===== src/rtl/button_pkg.sv =====
// Shared definitions for the front-panel button event generator:
// channel FSM encoding, Interrupt bit positions and default counts.
package button_pkg;

  // Per-channel debounce FSM encoding
  localparam logic [1:0] ST_ARM      = 2'd0;
  localparam logic [1:0] ST_RELEASED = 2'd1;
  localparam logic [1:0] ST_PRESSED  = 2'd2;

  // Bit positions inside the 4-bit Interrupt vector
  localparam int INT_RST_REL = 0;
  localparam int INT_RST_PRS = 1;
  localparam int INT_PWR_REL = 2;
  localparam int INT_PWR_PRS = 3;

  // Defaults sized for a 32.768 kHz clock: ~20 ms debounce, ~4 s long press
  localparam int DEF_DEBOUNCE_CNT   = 655;
  localparam int DEF_LONG_PRESS_CNT = 131072;

endpackage


===== src/rtl/button_debounce.sv =====
// One button channel: 2-flop synchroniser, saturating stability counter
// and ARM/RELEASED/PRESSED FSM. level_o is registered; press_o/release_o
// flag the event that the coming clock edge commits, so the parent can
// register them into pulses aligned with the level_o change.
module button_debounce
  import button_pkg::*;
#(
  parameter int DEBOUNCE_CNT = DEF_DEBOUNCE_CNT
) (
  input  logic       clk_i,
  input  logic       rst_ni,
  input  logic       btn_ni,
  output logic       level_o,
  output logic       press_o,
  output logic       release_o,
  output logic [1:0] state_o
);

  localparam int CW = $clog2(DEBOUNCE_CNT);
  localparam logic [CW-1:0] CNT_LAST = CW'(DEBOUNCE_CNT - 1);

  logic [1:0]    sync_q;
  logic          sync;
  logic [CW-1:0] cnt_q, cnt_d, cnt_inc;
  logic [1:0]    state_q, state_d;
  logic          level_q, level_d;
  logic          press_d, release_d;

  assign sync = sync_q[1];

  // Synchroniser for the asynchronous raw button; idles at "released"
  always_ff @(posedge clk_i or negedge rst_ni) begin
    if (!rst_ni) begin
      sync_q <= 2'b11;
    end else begin
      sync_q <= {sync_q[0], btn_ni};
    end
  end

  // Next-state logic: count stable cycles of the level opposite to the
  // accepted one; any disagreeing sample restarts the count
  always_comb begin
    state_d   = state_q;
    cnt_d     = cnt_q;
    level_d   = level_q;
    press_d   = 1'b0;
    release_d = 1'b0;
    cnt_inc   = (cnt_q == CNT_LAST) ? cnt_q : cnt_q + 1'b1;
    case (state_q)
      ST_ARM: begin
        // Adopt the current level silently so a button held through
        // reset does not produce a press event
        if (cnt_q == CNT_LAST) begin
          cnt_d   = '0;
          level_d = sync;
          state_d = sync ? ST_RELEASED : ST_PRESSED;
        end else begin
          cnt_d = cnt_inc;
        end
      end
      ST_RELEASED: begin
        if (sync) begin
          cnt_d = '0;
        end else if (cnt_q == CNT_LAST) begin
          cnt_d   = '0;
          level_d = 1'b0;
          state_d = ST_PRESSED;
          press_d = 1'b1;
        end else begin
          cnt_d = cnt_inc;
        end
      end
      ST_PRESSED: begin
        if (!sync) begin
          cnt_d = '0;
        end else if (cnt_q == CNT_LAST) begin
          cnt_d     = '0;
          level_d   = 1'b1;
          state_d   = ST_RELEASED;
          release_d = 1'b1;
        end else begin
          cnt_d = cnt_inc;
        end
      end
      default: begin
        state_d = ST_ARM;
        cnt_d   = '0;
      end
    endcase
  end

  // Channel state registers
  always_ff @(posedge clk_i or negedge rst_ni) begin
    if (!rst_ni) begin
      state_q <= ST_ARM;
      cnt_q   <= '0;
      level_q <= 1'b1;
    end else begin
      state_q <= state_d;
      cnt_q   <= cnt_d;
      level_q <= level_d;
    end
  end

  assign level_o   = level_q;
  assign press_o   = press_d;
  assign release_o = release_d;
  assign state_o   = state_q;

endmodule


===== src/rtl/button_event_gen.sv =====
// Front-panel button event generator: debounces the active-low power and
// reset buttons and drives the 4-bit Interrupt pulse vector.
// Optional feature macro: BUTTON_LONG_PRESS_EN adds the PwrLongPress output
// and suppresses the power-release pulse that ends a long press.
// DbgState = {power channel state, reset channel state}.
module button_event_gen
  import button_pkg::*;
#(
  parameter int DEBOUNCE_CNT   = DEF_DEBOUNCE_CNT
`ifdef BUTTON_LONG_PRESS_EN
  ,
  parameter int LONG_PRESS_CNT = DEF_LONG_PRESS_CNT
`endif
) (
  input  logic       CLK32768,
  input  logic       ResetN,
  input  logic       PwrButtonN,
  input  logic       RstButtonN,
  output logic [3:0] Interrupt,
  output logic       PwrButtonDb,
  output logic       RstButtonDb,
`ifdef BUTTON_LONG_PRESS_EN
  output logic       PwrLongPress,
`endif
  output logic [3:0] DbgState
);

  logic       pwr_level, pwr_press, pwr_rel;
  logic       rst_level, rst_press, rst_rel;
  logic [1:0] pwr_state, rst_state;
  logic [3:0] int_q, int_d;

  button_debounce #(.DEBOUNCE_CNT(DEBOUNCE_CNT)) u_pwr (
    .clk_i     (CLK32768),
    .rst_ni    (ResetN),
    .btn_ni    (PwrButtonN),
    .level_o   (pwr_level),
    .press_o   (pwr_press),
    .release_o (pwr_rel),
    .state_o   (pwr_state)
  );

  button_debounce #(.DEBOUNCE_CNT(DEBOUNCE_CNT)) u_rst (
    .clk_i     (CLK32768),
    .rst_ni    (ResetN),
    .btn_ni    (RstButtonN),
    .level_o   (rst_level),
    .press_o   (rst_press),
    .release_o (rst_rel),
    .state_o   (rst_state)
  );

`ifdef BUTTON_LONG_PRESS_EN
  localparam int LW = $clog2(LONG_PRESS_CNT);
  localparam logic [LW-1:0] LP_LAST = LW'(LONG_PRESS_CNT - 1);

  logic [LW-1:0] lp_cnt_q, lp_cnt_d;
  logic          long_q, long_d;

  // Long-press timer: runs while the power channel is held pressed and
  // drops together with the debounced release
  always_comb begin
    lp_cnt_d = lp_cnt_q;
    long_d   = long_q;
    if (pwr_rel) begin
      lp_cnt_d = '0;
      long_d   = 1'b0;
    end else if (pwr_state == ST_PRESSED) begin
      if (lp_cnt_q == LP_LAST) begin
        long_d = 1'b1;
      end else begin
        lp_cnt_d = lp_cnt_q + 1'b1;
      end
    end else begin
      lp_cnt_d = '0;
      long_d   = 1'b0;
    end
  end

  // Long-press registers
  always_ff @(posedge CLK32768 or negedge ResetN) begin
    if (!ResetN) begin
      lp_cnt_q <= '0;
      long_q   <= 1'b0;
    end else begin
      lp_cnt_q <= lp_cnt_d;
      long_q   <= long_d;
    end
  end

  assign PwrLongPress = long_q;
`endif

  // Map channel events onto Interrupt bit positions
  always_comb begin
    int_d              = '0;
    int_d[INT_RST_REL] = rst_rel;
    int_d[INT_RST_PRS] = rst_press;
    int_d[INT_PWR_PRS] = pwr_press;
`ifdef BUTTON_LONG_PRESS_EN
    // A release ending a forced-off hold must not look like a soft-off
    int_d[INT_PWR_REL] = pwr_rel & ~long_q;
`else
    int_d[INT_PWR_REL] = pwr_rel;
`endif
  end

  // Register the event pulses so they line up with the *Db level change
  always_ff @(posedge CLK32768 or negedge ResetN) begin
    if (!ResetN) begin
      int_q <= '0;
    end else begin
      int_q <= int_d;
    end
  end

  assign Interrupt   = int_q;
  assign PwrButtonDb = pwr_level;
  assign RstButtonDb = rst_level;
  assign DbgState    = {pwr_state, rst_state};

endmodule


===== config.mk =====
export PLATFORM = sky130hd
export DESIGN_NAME = button_event_gen
export DESIGN_NICKNAME = d
export VERILOG_FILES = /design/src/rtl/button_pkg.sv /design/src/rtl/button_debounce.sv /design/src/rtl/button_event_gen.sv
export SDC_FILE = /design/constraint.sdc
export NUM_CORES = 1
export LEC_CHECK = 0
export CAP_MARGIN = 10
export CELL_PAD_IN_SITES_DETAIL_PLACEMENT = 0
export CELL_PAD_IN_SITES_GLOBAL_PLACEMENT = 2
export CORE_UTILIZATION = 40
export CTS_CLUSTER_DIAMETER = 30
export DETAILED_ROUTE_END_ITERATION = 16
export PLACE_DENSITY_LB_ADDON = 0.1
export SLEW_MARGIN = 20
export SYNTH_ARGS = -nofsm -noshare
export SYNTH_HDL_FRONTEND = slang
export SYNTH_SLANG_ARGS = --single-unit

===== constraint.sdc =====
create_clock -name CLK32768 -period 2.4 [get_ports CLK32768]
set_input_delay 0.48 -clock CLK32768 [delete_from_list [all_inputs] [get_ports CLK32768]]
set_output_delay 0.48 -clock CLK32768 [all_outputs]
set_load 0.02 [all_outputs]

==> results.yml, run 1 <==
floorplan:
  dieArea_um2: 4590
  die_w_um: 67.8
  fp-row-count: 23
  coreArea_um2: 4090
  start_util_pct: 42.3
  fp.dieH_um: 67.8
  io_pins: 14
detailed_routing:
  wl_um: 2990
  drc: 0
  postRouteAntennaNets: 0
  route.top_layer_used: "met4"
  drtPass1Iterations: 4
  wl_met1_um: 1580
  wl_per_cell_um: 12.4
  vias: 1195
  wl_met3_um: 88
  vias_per_cell: 4.94
  routed-wl-met2_um: 1270
  drtIter0Drc: 59
clock_network:
  root_buffer: "clkbuf_8"
  clock_latency_ns: 0.28
  cts_hold_buffers: 0
  cts_made_buffers: 5
  cts_tree: "yes"
  cts.sinks: 34
  clock_path_buffers: 2
  clk_pin_slew_ns: 0.07
  htreeDepth: 2
  cts_setup_buffers: 0
  ctsResizeCount: 0
setup_path:
  cp_cell_sequence: "clkdlybuf4s50_1"
  arrival_ns: 1.43
  r2r_end: "u_pwr.state_o[0]"
  path_max_fanout: 3
  cpPeakStageDelay_ns: 0.60
  cp_top_family: "buffers and inverters"
  path_class: "register to output port"
  startpoint_type: "register"
  critPathCaptureType: "output port"
  r2r_start: "u_pwr.state_o[1]"
  reg2reg_slack_ns: 0.62
  cp_num_buf_inv: 1
  r2r_cells: 6
  cp_data_required_time_ns: 1.92
  slowest_stage: "clkdlybuf4s50_1"
  critical_path_depth: 1
logic_synthesis:
  synth_edf_count: 0
  yosys_warnings: 0
  syn_inst: 170
  ys.flop_type: "dfrtp_1"
  synth_largest_area_cell: "dfrtp_1"
  synth_nets: 187
  yosysSeqAreaShare_pct: 49.6
  avgSynthCellArea_um2: 10.2
  synthTopCellsByCount: "dfrtp_1, nor2_1, ha_1"
  synth.distinct_cells: 34
  synth_area_um2: 1730
  async_reset_ff_share_pct: 100
  synth_seq_cells: 34
  post-synth-top-area-fraction_pct: 40.5
  synthTopCellsByArea: "dfrtp_1, ha_1, dfstp_2, nor2_1, xnor2_1"
global_routing:
  grt_pass1_vias: 1199
  grt_pass1_wl_um: 5440
  grt_max_degree: 35
  antenna_found_initial: 0
  grt.total_usage_pct: 16.4
  overflow: 0
placement:
  portBuffers: 13
  dp_hpwl_um: 2120
  dpl_cell_area_um2: 1930
  preCtsSetupSlack_ns: 0.628
  gp_congestion: 0.756
status:
  status: "finished clean"
sta:
  setup_viol: 0
  period_share_pct: 79.5
  tns_ns: 0
  grt_setup_unrepaired: "false"
  worst_pin_slew_ns: 0.513
  post-route-min-period_ns: 1.91
  maxSlewViolCount: 0
  timing.final.ws_setup_ns: 0.493
  hold_violations: 0
  fmax_mhz: 524
  slew-limit-headroom_pct: 65.4
  finalClockSkew_ns: 0.00673
cells_and_area:
  final_nets: 208
  drive_above_1_share_pct: 8.85
  synthToLayoutAreaGrowth_pct: 16.2
  final_util_pct: 49.2
  design_area_um2: 2010
  diodes: 0
power_and_ir_drop:
  p_comb_share_pct: 2.2
  p_int_mw: 0.794
  p_seq_share_pct: 57.8
  clkPwrFrac_pct: 40.0
  power_density_nw_per_um2: 502
  power_leakage_nw: 0.862
  swShare_pct: 21.3
  vdd_drop_max_mv: 0.303
  finalPower_mw: 1.01
  switching_power_mw: 0.215
worst_hold_path:
  hold-path-endpoint: "u_rst.sync_q[1]"
  min_path_type: "register to register"
  hp-start: "u_rst.sync_q[0]"
  hold_path_depth: 0
flow_run:
  cap_violations: 0
[power groups by stage]
stage / logic, mW / clock network (mW) / registers [mW]
after floorplan: 0.00457 / 0 / 0.593
after global placement: 0.0227 / 0 / 0.594
after detailed placement: 0.0233 / 0 / 0.594
after CTS: 0.0233 / 0.423 / 0.583
after global routing: 0.0261 / 0.440 / 0.584
final: 0.0217 / 0.404 / 0.583
[area by class of cell]
| class | instances | area [um^2] |
|---|---|---|
| Tap cell | 50 | 62.6 |
| Inverter | 9 | 33.8 |
| Sequential cell | 34 | 858 |
| Multi-Input combinational cell | 127 | 837 |
| Fill cell | 385 | 2080 |
| Clock buffer | 8 | 80.1 |
| Timing Repair Buffer | 14 | 138 |
[cell usage in the layout, fill, tap and decap left out, types with 3 or more instances in the layout]
master           synthesis  routed
o21ai_0                  5       5
nor2_1                  28      28
nor2b_1                  3       3
clkbuf_8                 0       5
xnor2_1                 10      10
nand2b_1                 4       4
inv_1                    9       9
nor3_1                   8       8
a21oi_1                  6       6
ha_1                    13      13
nand4_1                  3       3
nand2_1                 10      10
xor2_1                   5       5
clkdlybuf4s50_1          0      13
dfrtp_1                 28      28
dfstp_2                  6       6
clkbuf_1                 0       3
nand3_1                  7       7
[sequential cells by signal, summed over array words and instances, names as in the netlist]
register	flops
u_rst.state_o	2
u_rst.cnt_q	10
u_pwr.cnt_q	10
u_rst.sync_q	2
u_rst.level_o	1
u_pwr.level_o	1
Interrupt	4
u_pwr.state_o	2
u_pwr.sync_q	2
[stage by stage]
step                      instances  hold WS (ns)
final                           242         0.356
after global routing            242         0.363
after CTS                       242         0.357
after detailed placement        234         0.347
after global placement          234         0.347
after floorplan                 170         0.184
[metal layers]
metal  global-route usage (%)  vias up
met4                     7.18        0
met5                        0        -
met1                     22.2      550
met2                     24.0       16
li1                         -      624
met3                     5.07        5
[how the worst max path moves through the flow]
stage                          start               end
finish                 u_pwr.level_o       PwrButtonDb
global route        u_rst.state_o[0]  u_rst.state_o[0]
detailed placement  u_pwr.state_o[1]  u_pwr.state_o[0]
floorplan           u_pwr.state_o[1]  u_pwr.state_o[0]
CTS                    u_pwr.level_o       PwrButtonDb
global placement    u_rst.state_o[0]  u_rst.state_o[0]
[cell families after synthesis]
kind of cell,synth area share [%]
AO/OA/AOI/OAI,7.82
XOR/XNOR,7.60
adder cells (fa/ha/maj),9.41
buffers and inverters,1.95
flip-flops,49.6
multiplexers,2.46
AND/OR/NAND/NOR,21.1
Note: power is estimated with default switching activity, not from simulation.
==> run 2, diff against run 1 <==
--- a/config.mk
+++ b/config.mk
@@ -8,7 +8,7 @@
 export CAP_MARGIN = 10
 export CELL_PAD_IN_SITES_DETAIL_PLACEMENT = 0
 export CELL_PAD_IN_SITES_GLOBAL_PLACEMENT = 2
-export CORE_UTILIZATION = 40
+export CORE_UTILIZATION = 37
 export CTS_CLUSTER_DIAMETER = 30
 export DETAILED_ROUTE_END_ITERATION = 16
 export PLACE_DENSITY_LB_ADDON = 0.1
==> constraint.sdc (replaced) <==
create_clock -name CLK32768 -period 1.96 [get_ports CLK32768]
set_input_delay 0.392 -clock CLK32768 [delete_from_list [all_inputs] [get_ports CLK32768]]
set_output_delay 0.392 -clock CLK32768 [all_outputs]
set_load 0.02 [all_outputs]
==> results.yml, run 2 (synthesis gave the netlist of run 1 again) <==
floorplan:
  coreArea_um2: 4410
  fp.dieH_um: 70.4
  start_util_pct: 39.2
  fp-row-count: 24
  dieArea_um2: 4950
  die_w_um: 70.4
  io_pins: 14
clock_network:
  cts_hold_buffers: 0
  root_buffer: "clkbuf_8"
  clock_latency_ns: 0.28
  htreeDepth: 2
  cts_setup_buffers: 0
  clock_path_buffers: 2
  cts.sinks: 34
  cts_made_buffers: 5
  clk_pin_slew_ns: 0.07
  cts_tree: "yes"
detailed_routing:
  route.top_layer_used: "met4"
  drc: 0
  wl_met3_um: 90
  wl_met1_um: 1590
  routed-wl-met2_um: 1310
  drtPass1Iterations: 4
  postRouteAntennaNets: 0
  wl_per_cell_um: 12.5
  wl_um: 3040
  drtIter0Drc: 65
  vias_per_cell: 5.05
  vias: 1233
worst_hold_path:
  hold-path-endpoint: "u_pwr.sync_q[1]"
  hold_path_depth: 0
  hp-start: "u_pwr.sync_q[0]"
  min_path_type: "register to register"
sta:
  timing.final.ws_setup_ns: 0.143
  maxSlewViolCount: 0
  slew-limit-headroom_pct: 64.2
  post-route-min-period_ns: 1.82
  hold_violations: 0
  hold_ws_ns: 0.358
  grt_setup_unrepaired: "false"
  setup_viol: 0
  tns_ns: 0
  worst_pin_slew_ns: 0.529
  finalClockSkew_ns: 0.00417
  fmax_mhz: 550
  period_share_pct: 92.7
power_and_ir_drop:
  vdd_drop_max_mv: 0.283
  switching_power_mw: 0.268
  power_density_nw_per_um2: 657
  p_seq_share_pct: 53.2
  clkPwrFrac_pct: 44.8
  power_leakage_nw: 0.878
  swShare_pct: 20.0
  p_comb_share_pct: 2.0
  p_int_mw: 1.07
setup_path:
  critPathCaptureType: "output port"
  cpPeakStageDelay_ns: 0.60
  path_class: "register to output port"
  r2r_end: "u_pwr.state_o[0]"
  path_max_fanout: 3
  r2r_start: "u_pwr.state_o[1]"
  cp_top_family: "buffers and inverters"
  cp_data_required_time_ns: 1.57
  cp_num_buf_inv: 1
  reg2reg_slack_ns: 0.18
  cp_cell_sequence: "clkdlybuf4s50_1"
  startpoint_type: "register"
  slowest_stage: "clkdlybuf4s50_1"
  arrival_ns: 1.42
  r2r_cells: 6
cells_and_area:
  final_nets: 208
  drive_above_1_share_pct: 10.9
  synthToLayoutAreaGrowth_pct: 18.2
  final_cell_mix: "nor2_1, dfrtp_1, ha_1, clkdlybuf4s50_1"
  diodes: 0
  final_util_pct: 46.3
  final_common_cell: "nor2_1"
  design_area_um2: 2040
placement:
  dp_hpwl_um: 2090
  gp_congestion: 0.769
  portBuffers: 13
  dpl_cell_area_um2: 1930
  preCtsSetupSlack_ns: 0.169
global_routing:
  overflow: 0
  grt_max_degree: 35
  grt_pass1_wl_um: 5600
  grt_pass1_vias: 1237
  antenna_found_initial: 0
  grt.total_usage_pct: 14.5
status:
  status: "finished clean"
flow_run:
  cap_violations: 0
run 2: power by group through the flow:
stage / logic, mW / clock network (mW) / registers (mW)
2_1_floorplan: 0.00560 / 0 / 0.726
3_3_place_gp: 0.0276 / 0 / 0.727
3_5_place_dp: 0.0285 / 0 / 0.727
4_1_cts: 0.0286 / 0.632 / 0.714
5_1_grt: 0.0323 / 0.662 / 0.714
6_report: 0.0268 / 0.602 / 0.714
run 2: layout make-up:
| class | instances | area [um^2] |
|---|---|---|
| inverter | 9 | 33.8 |
| clock buffer | 8 | 110 |
| timing repair buffer | 14 | 138 |
| fill | 434 | 2370 |
| sequential | 34 | 860 |
| tap | 52 | 65.1 |
| multi-input combinational | 127 | 837 |
run 2: worst max path at each step:
stage,depth (start not counted),from,slack (ns),end
after global routing,6,u_pwr.state_o[1],0.03,u_pwr.state_o[0]
final,1,u_pwr.level_o,0.14,PwrButtonDb
after detailed placement,6,u_rst.state_o[0],0.17,u_rst.state_o[0]
after global placement,6,u_rst.state_o[0],0.20,u_rst.state_o[0]
after CTS,1,u_pwr.level_o,0.12,PwrButtonDb
after floorplan,6,u_pwr.state_o[1],0.22,u_pwr.state_o[0]
run 2: per-stage QoR:
stage / power, mW / instances
2_1_floorplan: 0.731 / 170
3_3_place_gp: 0.755 / 236
3_5_place_dp: 0.756 / 236
4_1_cts: 1.37 / 244
5_1_grt: 1.41 / 244
6_report: 1.34 / 244
run 2: layer usage:
layer  up-vias  global-route usage, %
met5         -                      0
met4         0                   7.33
met3         5                   3.61
met2        17                   21.5
met1       590                   19.5
li1        621                      -
run 2: repair_timing:
action                                  CTS  global route
endpoints found under the hold margin     0             0
endpoints found under the setup margin    0             1
resized for setup                         0             1
==> run 3, diff against run 2 <==
--- a/config.mk
+++ b/config.mk
@@ -8,6 +8,8 @@
 export CAP_MARGIN = 10
 export CELL_PAD_IN_SITES_DETAIL_PLACEMENT = 0
 export CELL_PAD_IN_SITES_GLOBAL_PLACEMENT = 2
+export CORE_ASPECT_RATIO = 0.9
+export CORE_MARGIN = 3
 export CORE_UTILIZATION = 37
 export CTS_CLUSTER_DIAMETER = 30
 export DETAILED_ROUTE_END_ITERATION = 16
==> results.yml, run 3 (synthesis gave the netlist of run 1 again) <==
global_routing:
  overflow: 0
  grt.total_usage_pct: 12.5
  grt_pass1_wl_um: 5490
  grt_max_degree: 35
  antenna_found_initial: 0
  grt_pass1_vias: 1164
placement:
  preCtsSetupSlack_ns: 0.148
  dpl_cell_area_um2: 1950
  portBuffers: 13
  dp_hpwl_um: 2210
  gp_congestion: 0.759
setup_path:
  slowest_stage: "clkdlybuf4s50_1"
  r2r_start: "u_rst.state_o[0]"
  cp_num_buf_inv: 1
  arrival_ns: 1.41
  cp_data_required_time_ns: 1.57
  path_max_fanout: 3
  critPathCaptureType: "output port"
  cp_top_family: "buffers and inverters"
  path_class: "register to output port"
  startpoint_type: "register"
  crit_start: "u_pwr.level_o"
  cpPeakStageDelay_ns: 0.60
  cp_cell_sequence: "clkdlybuf4s50_1"
clock_network:
  root_buffer: "clkbuf_8"
  clock_latency_ns: 0.28
  cts_setup_buffers: 0
  htreeDepth: 2
  clk_pin_slew_ns: 0.07
  cts_hold_buffers: 0
  ctsResizeCount: 0
  cts_tree: "yes"
  cts.sinks: 34
  clock_path_buffers: 2
  cts_made_buffers: 5
sta:
  setup_viol: 0
  grt_setup_unrepaired: "false"
  maxSlewViolCount: 0
  hold_violations: 0
  period_share_pct: 92.2
  tns_ns: 0
  fmax_mhz: 554
  post-route-min-period_ns: 1.81
  worst_pin_slew_ns: 0.447
  timing.final.ws_setup_ns: 0.154
  slew-limit-headroom_pct: 70.1
  finalClockSkew_ns: 0.00762
detailed_routing:
  wl_um: 3180
  wl_per_cell_um: 12.6
  drtIter0Drc: 32
  postRouteAntennaNets: 0
  drtPass1Iterations: 4
  vias: 1232
  drc: 0
  vias_per_cell: 4.87
power_and_ir_drop:
  power_leakage_nw: 0.874
  vdd_drop_max_mv: 0.253
  finalPower_mw: 1.29
  power_density_nw_per_um2: 627
cells_and_area:
  register_area_um2: 858
  drive_above_1_share_pct: 11.4
  design_area_um2: 2050
  fill_cells: 420
  synthToLayoutAreaGrowth_pct: 18.7
  final_util_pct: 47.8
  final_nets: 209
  multiInputGateArea_um2: 845
  diodes: 0
  final_cell_mix: "dfrtp_1, nor2_1, ha_1, clkdlybuf4s50_1"
floorplan:
  start_util_pct: 40.3
  fp-row-count: 22
  coreArea_um2: 4290
  dieArea_um2: 5530
  fp.dieH_um: 70.9
  die_w_um: 78.1
  io_pins: 14
status:
  status: "finished clean"
worst_hold_path:
  min_path_type: "register to register"
  hp-start: "u_rst.sync_q[0]"
flow_run:
  cap_violations: 0
run 3: cell count changes in the layout (fill, tap and decap cells not counted), sizes merged:
| cell | delta |
|---|---|
| clkinv | +1 |
| clkbuf | -2 |
| clkinvlp | +1 |
| buf | +1 |
run 3: power breakdown:
| group | switching (mW) | internal (mW) | total, mW |
|---|---|---|---|
| Combinational | 0.0168 | 0.0101 | 0.0268 |
| Clock | 0.263 | 0.282 | 0.546 |
| Sequential | 0.00496 | 0.709 | 0.714 |
| Total | 0.285 | 1.00 | 1.29 |
run 3: layout make-up:
type | count | share of cell area [%]
clock buffer | 6 | 4.02
sequential | 34 | 41.8
timing repair buffer | 15 | 7.07
clock inverter | 2 | 0.610
inverter | 9 | 1.65
multi-input combinational | 127 | 41.2
tap | 60 | 3.66
run 3: metal layers:
metal | up-vias | share of wire [%] | global-route usage (%)
met5 | - | 0 | 0
met4 | 0 | 1.4 | 4.08
met3 | 6 | 3.1 | 4.71
met2 | 12 | 41 | 17.5
met1 | 588 | 55 | 17.8
li1 | 626 | - | -
run 3: final timing paths:
| check | slack [ns] | endpoint | cells past startpoint |
|---|---|---|---|
| min | 0.36 | u_rst.sync_q[1] | 0 |
| min reg2reg | 0.36 | u_rst.sync_q[1] | 0 |
| max reg2reg | 0.16 | u_rst.state_o[0] | 6 |
| min in group asynchronous | 0.51 | u_pwr.cnt_q[0] | 2 |
| max | 0.15 | PwrButtonDb | 1 |
| max in group asynchronous | 1.11 | u_pwr.level_o | 2 |
run 3: through the flow:
stage / hold slack, ns / cells
6_report: 0.358 / 253
3_5_place_dp: 0.349 / 245
2_1_floorplan: 0.0964 / 170
3_3_place_gp: 0.346 / 245
4_1_cts: 0.360 / 253
5_1_grt: 0.363 / 253
